$ cat src/rtl/mem_access_unit.sv
// MEM-stage load/store unit: lane steering, load extension, and two-cycle split of word-crossing accesses.
// Build option: `define MISALIGN_TRAP_EN replaces splitting with a registered misalign_err response.
module mem_access_unit #(
  parameter int ADDR_WIDTH = 9,
  parameter int XLEN       = 32
) (
  input  logic                  clk,
  input  logic                  rst_n,
  input  logic                  req_valid,
  input  logic                  req_we,
  input  logic [2:0]            req_func3,
  input  logic [ADDR_WIDTH-1:0] req_addr,
  input  logic [XLEN-1:0]       req_wdata,
  output logic                  stall,
  output logic [ADDR_WIDTH-1:0] dmem_addr,
  output logic                  dmem_we,
  output logic [3:0]            dmem_be,
  output logic [XLEN-1:0]       dmem_wdata,
  input  logic [XLEN-1:0]       dmem_rdata,
  output logic                  resp_valid,
  output logic [XLEN-1:0]       resp_rdata
`ifdef MISALIGN_TRAP_EN
  ,
  output logic                  misalign_err
`endif
);

  localparam logic IDLE  = 1'b0;
  localparam logic SPLIT = 1'b1;

  function automatic logic [3:0] size_of(input logic [2:0] f3);
    case (f3[1:0])
      2'b00:   size_of = 4'd1;
      2'b01:   size_of = 4'd2;
      default: size_of = 4'd4;
    endcase
  endfunction

  function automatic logic [3:0] lane_mask(input logic [2:0] f3);
    case (f3[1:0])
      2'b00:   lane_mask = 4'b0001;
      2'b01:   lane_mask = 4'b0011;
      default: lane_mask = 4'b1111;
    endcase
  endfunction

  function automatic logic is_misaligned(input logic [1:0] off, input logic [2:0] f3);
    is_misaligned = ({2'b00, off} + size_of(f3)) > 4'd4;
  endfunction

  function automatic logic [XLEN-1:0] store_lanes(input logic [XLEN-1:0] wd, input logic [2:0] f3);
    case (f3[1:0])
      2'b00:   store_lanes = {4{wd[7:0]}};
      2'b01:   store_lanes = {2{wd[15:0]}};
      default: store_lanes = wd;
    endcase
  endfunction

  // raw holds the addressed byte/half already shifted down to lane 0
  function automatic logic signed [XLEN-1:0] extend_load(input logic [XLEN-1:0] raw,
                                                         input logic [2:0]      f3);
    case (f3[1:0])
      2'b00:   extend_load = f3[2] ? $signed({{(XLEN-8){1'b0}}, raw[7:0]})
                                   : $signed({{(XLEN-8){raw[7]}}, raw[7:0]});
      2'b01:   extend_load = f3[2] ? $signed({{(XLEN-16){1'b0}}, raw[15:0]})
                                   : $signed({{(XLEN-16){raw[15]}}, raw[15:0]});
      default: extend_load = $signed(raw);
    endcase
  endfunction

  logic [1:0]      off_p0;
  logic [3:0]      be_p0;
  logic            mis_p0;
  logic            vld_p0;
  logic [XLEN-1:0] rdata_p0;

  assign off_p0 = req_addr[1:0];
  assign be_p0  = lane_mask(req_func3) << off_p0;
  assign mis_p0 = is_misaligned(off_p0, req_func3);

`ifdef MISALIGN_TRAP_EN
  logic err_p0;

  always_comb begin
    stall      = 1'b0;
    dmem_addr  = {req_addr[ADDR_WIDTH-1:2], 2'b00};
    dmem_we    = 1'b0;
    dmem_be    = 4'b0000;
    dmem_wdata = store_lanes(req_wdata, req_func3);
    vld_p0     = 1'b0;
    rdata_p0   = '0;
    err_p0     = 1'b0;
    if (req_valid) begin
      vld_p0 = 1'b1;
      if (mis_p0) begin
        err_p0 = 1'b1;
      end else begin
        dmem_we  = req_we;
        dmem_be  = req_we ? be_p0 : 4'b0000;
        rdata_p0 = req_we ? '0 : extend_load(dmem_rdata >> {off_p0, 3'b000}, req_func3);
      end
    end
    if (!rst_n) begin
      dmem_we = 1'b0;
      dmem_be = 4'b0000;
    end
  end

  // ---- stage 1: MEM/WB response ----
  always_ff @(posedge clk or negedge rst_n) begin
    if (!rst_n) begin
      resp_valid   <= 1'b0;
      resp_rdata   <= '0;
      misalign_err <= 1'b0;
    end else begin
      resp_valid   <= vld_p0;
      resp_rdata   <= rdata_p0;
      misalign_err <= err_p0;
    end
  end
`else
  logic                  state;
  logic                  state_nxt;
  logic                  capture;
  logic [ADDR_WIDTH-1:0] addr_p1;
  logic [2:0]            func3_p1;
  logic [XLEN-1:0]       wdata_p1;
  logic                  we_p1;
  logic [XLEN-1:0]       lo_p1;
  logic [1:0]            off_p1;
  logic [2:0]            hi_sh;
  logic [ADDR_WIDTH-3:0] hi_word;
  logic [XLEN-1:0]       merged;

  assign off_p1  = addr_p1[1:0];
  assign hi_sh   = 3'd4 - {1'b0, off_p1};
  assign hi_word = addr_p1[ADDR_WIDTH-1:2] + (ADDR_WIDTH-2)'(1);
  // low bytes from the captured first word, upper bytes from the word now on the bus
  assign merged  = (lo_p1 >> {off_p1, 3'b000}) | (dmem_rdata << {hi_sh, 3'b000});

  always_comb begin
    state_nxt  = IDLE;
    capture    = 1'b0;
    stall      = 1'b0;
    dmem_addr  = {req_addr[ADDR_WIDTH-1:2], 2'b00};
    dmem_we    = 1'b0;
    dmem_be    = 4'b0000;
    dmem_wdata = store_lanes(req_wdata, req_func3);
    vld_p0     = 1'b0;
    rdata_p0   = '0;
    if (state == SPLIT) begin
      dmem_addr  = {hi_word, 2'b00};
      dmem_we    = we_p1;
      dmem_be    = we_p1 ? (lane_mask(func3_p1) >> hi_sh) : 4'b0000;
      dmem_wdata = wdata_p1 >> {hi_sh, 3'b000};
      vld_p0     = 1'b1;
      rdata_p0   = we_p1 ? '0 : extend_load(merged, func3_p1);
    end else if (req_valid) begin
      dmem_we = req_we;
      dmem_be = req_we ? be_p0 : 4'b0000;
      if (mis_p0) begin
        stall      = 1'b1;
        capture    = 1'b1;
        state_nxt  = SPLIT;
        dmem_wdata = req_wdata << {off_p0, 3'b000};
      end else begin
        vld_p0   = 1'b1;
        rdata_p0 = req_we ? '0 : extend_load(dmem_rdata >> {off_p0, 3'b000}, req_func3);
      end
    end
    if (!rst_n) begin
      stall   = 1'b0;
      dmem_we = 1'b0;
      dmem_be = 4'b0000;
    end
  end

  // ---- stage 1: split capture and MEM/WB response ----
  always_ff @(posedge clk or negedge rst_n) begin
    if (!rst_n) begin
      state      <= IDLE;
      addr_p1    <= '0;
      func3_p1   <= '0;
      wdata_p1   <= '0;
      we_p1      <= 1'b0;
      lo_p1      <= '0;
      resp_valid <= 1'b0;
      resp_rdata <= '0;
    end else begin
      state <= state_nxt;
      if (capture) begin
        addr_p1  <= req_addr;
        func3_p1 <= req_func3;
        wdata_p1 <= req_wdata;
        we_p1    <= req_we;
        lo_p1    <= dmem_rdata;
      end
      resp_valid <= vld_p0;
      resp_rdata <= rdata_p0;
    end
  end
`endif

endmodule

$ cat config.mk
export PLATFORM = sky130hd
export DESIGN_NAME = mem_access_unit
export DESIGN_NICKNAME = d
export VERILOG_FILES = /design/src/rtl/mem_access_unit.sv
export SDC_FILE = /design/constraint.sdc
export NUM_CORES = 1
export LEC_CHECK = 0
export BUFFER_PORTS_ARGS = -buffer_cell sky130_fd_sc_hd__buf_2
export CAP_MARGIN = 20
export CORE_UTILIZATION = 35
export DETAILED_ROUTE_END_ITERATION = 8
export SYNTH_ARGS = -nofsm -noshare
export SYNTH_HDL_FRONTEND = slang
export SYNTH_SLANG_ARGS = --single-unit
$ cat constraint.sdc
create_clock -name clk -period 7.4 [get_ports clk]
set_clock_uncertainty 0.05 [all_clocks]
set_input_delay 2.22 -clock clk [delete_from_list [all_inputs] [get_ports clk]]
set_output_delay 2.22 -clock clk [all_outputs]
set_load 0.05 [all_outputs]
==> summary.txt <==
Timing
  – Hold slack final: roughly 440 ps
  – Max-slew headroom: 37.98%
  – Minimum clock period: 7119 ps
  – Setup violations, final: 0
  – Final hold violation count: 0
  – Pins Over Slew Limit: 0
  – Worst Max-Slew Pin Slew: 930.3 ps
  – Setup Total Neg Slack: 0 ps
  – RSZ-0062 raised after global routing: false
  – Fmax: roughly 140 MHz
  – Fin crit share: a little over nine tenths

Drt
  – Residual DRC: 0
  – M1 WL: 12.00 mm
  – Via count: approximately 7,400
  – Top Metal Used: met4
  – Routed wl met3: 1.965 mm
  – Via-per-instance ratio: 5.831
  – Wire per inst: ~21 microns
  – WL met2: around 11 mm
  – Antenna Nets Post-Route: 0
  – Drt first pass iters: 5
  – 1st-iter DRT viols: 553
  – Total wire length: approximately 26 mm

Clock network
  – Clk_lat worst skew: 370 ps
  – Clock sinks: between 100 and 150
  – Hold_buf cts: 0
  – Postcts setup bufs: 0
  – Cts bufs inserted: 9
  – CTS H-tree depth: 3
  – Clock slew at reported path FFs: 80 ps
  – Root Buffer Master: clkbuf_16
  – Post-CTS Resized: 0
  – CTS tree: yes
  – CTS max path bufs: 2

Setup path
  – Critical-path maximum fanout: 10
  – CP Launch Type: input pin
  – Worst R2R Start: addr_p1[1]$_DFFE_PN0P_
  – CP required: 5130 ps
  – RR Endpoint: resp_rdata[9]$_DFF_PN0_
  – Worst reg-to-reg setup slack: 3620 ps
  – CP startpoint: req_func3[1]
  – CP endpoint: dmem_wdata[14]
  – Worst Setup End Kind: output pin
  – Critical path type: input pin to output pin
  – Worst r2r path cells: 9
  – Worst Path Arrival: between 4000 and 5000 ps

Cells and area
  – Share of layout cells above drive strength 1: a little over 30%
  – Nets: between 1,000 and 1,500
  – Area Overhead vs Synth: 15.62%
  – Final std cells w/o fill: ~1,300
  – Final core occ: 41.16%

Logic synthesis
  – Register area share after synthesis: about a third
  – Ys flop type: dfrtp_1
  – Synth Cell Area: roughly 0.008 sq mm
  – Number of synthesized flops with an enable pin: 0
  – Synthesized instance count: approximately 860
  – Syn avg cell area: roughly 9.4 sq um
  – Post-synth top cells: 111 x dfrtp_1, 111 x mux2i_1, 111 x nand2_1
  – Yosys top cell area share: about a third
  – Synth cell types: 65
  – Fraction of registers with async set/reset: 100.0%
  – Top cells by area, synth: dfrtp_1 34%, mux2i_1 14%, mux2_2 12%
  – Ys Warns: 0
  – Post-synth top area cell: dfrtp_1
  – Register bit count reported by yosys: approximately 110

Placement
  – GP Congestion: 0.8444
  – # placed instances: 1,252
  – Final HPWL DP: roughly 18 mm
  – IO Port Bufs: between 150 and 200

Pwr
  – Power Density: about 300 mW/mm^2
  – Worst vdd ir: 143.0 uV
  – Static leakage: 0.004248 uW
  – Final Power: between 2000 and 3000 uW

Die
  – Initial core utilization: 35.60%
  – Die X: approximately 150 microns
  – Core area: about 0.023 sq mm
  – Die area: 0.02364 sq mm
  – I/O Pins: between 150 and 200
  – Row cnt: 55
  – Chip Height: 153.7 microns

GRT
  – Grt total ovfl: 0
  – First-pass GRT wire length: 41.27 mm
  – Initial antenna violation count: 2
  – Total track usage: between 20% and 30%
  – Largest net degree at the start of global routing: between 70 and 80
  – Vias in the first global route: between 7,000 and 8,000

Run
  – Max-cap viol count: 0

Worst hold path
  – HP Class: flop to flop

Run status
  – Status: complete, no violations
-- stage by stage --
stage	instance area, sq um	worst slack, ps
after floorplan	8063	106.1
after global placement	9022	412.8
after detailed placement	9022	323.6
after CTS	9313	331.0
after global routing	9318	142.8
final	9318	280.7
-- cell type report --
cell class | count | area (sq um)
fill | 2209 | 13320
inverter | 19 | 71.32
tap | 285 | 356.6
antenna | 2 | 5.005
clock buffer | 9 | 225.2
multi-input combinational | 659 | 4867
sequential | 111 | 2781
timing repair buffer | 178 | 945.9
clock inverter | 7 | 65.06
-- cell usage in the layout (no fill, tap or decap), types with 9 or more instances in the layout --
master     netlist  routed
buf_2           26     156
inv_1           16      16
buf_4            8      22
o21ai_0         69      69
mux2i_1        111     111
nor2_1          50      50
a21oi_1         55      55
dfrtp_1        111     110
mux2_2          85      85
nand2_1        111     111
clkbuf_16        0       9
o22ai_1         32      32
-- power breakdown --
part | switching [uW] | internal [uW] | total, uW
combinational | 919 | 521 | 1440
clock | 259 | 236 | 495
sequential | 139 | 759 | 898
total | 1320 | 1520 | 2830
-- logic make-up (layout without fill, tap and decap cells) --
| family | count (synthesis) | count (layout) | synth area share (%) |
|---|---|---|---|
| AOI/OAI and AO/OA | 238 | 238 | 19.28 |
| muxes | 213 | 213 | 29.19 |
| and+or+nand+nor | 194 | 194 | 10.22 |
| DFF | 111 | 111 | 34.47 |
| buffers and inverters | 89 | 213 | 5.217 |
| adders and majority gates | 6 | 6 | 0.9315 |
| xor gates and xnor gates | 6 | 6 | 0.6521 |
| other | 1 | 4 | 0.04653 |
-- flip-flops by register name, summed over array words and instances (netlist names) --
| signal | flops |
|---|---|
| func3_p1 | 3 |
| addr_p1 | 9 |
| we_p1 | 1 |
| state | 1 |
| resp_rdata | 32 |
| wdata_p1 | 32 |
| resp_valid | 1 |
| lo_p1 | 32 |
-- worst max-delay path, stage by stage --
cell and delay [ps]:
buf_2 100, inv_1 80, nand2_2 210, inv_1 130, ha_1 210, ha_1 210, a211o_1 340, a311oi_1 290
a41o_1 130, nand2b_1 270, o211ai_1 350, buf_2 320
-- worst min-delay path by stage --
stage	slack, ps	startpoint	depth (start not counted)	to
finish	440	wdata_p1[3]$_DFFE_PN0P_	1	wdata_p1[3]$_DFFE_PN0P_
global route	470	wdata_p1[2]$_DFFE_PN0P_	1	wdata_p1[2]$_DFFE_PN0P_
CTS	450	wdata_p1[3]$_DFFE_PN0P_	1	wdata_p1[3]$_DFFE_PN0P_
detailed placement	430	wdata_p1[2]$_DFFE_PN0P_	1	wdata_p1[2]$_DFFE_PN0P_
global placement	420	wdata_p1[0]$_DFFE_PN0P_	1	wdata_p1[0]$_DFFE_PN0P_
floorplan	410	wdata_p1[0]$_DFFE_PN0P_	1	wdata_p1[0]$_DFFE_PN0P_
-- metal layers --
metal / global-route usage (%) / vias to the layer above
met3: 3.946 / 62
li1: - / 3399
met5: 0 / -
met1: 31.84 / 3591
met4: 10.33 / 0
met2: 32.73 / 353
(Power assumes the default switching activity.)
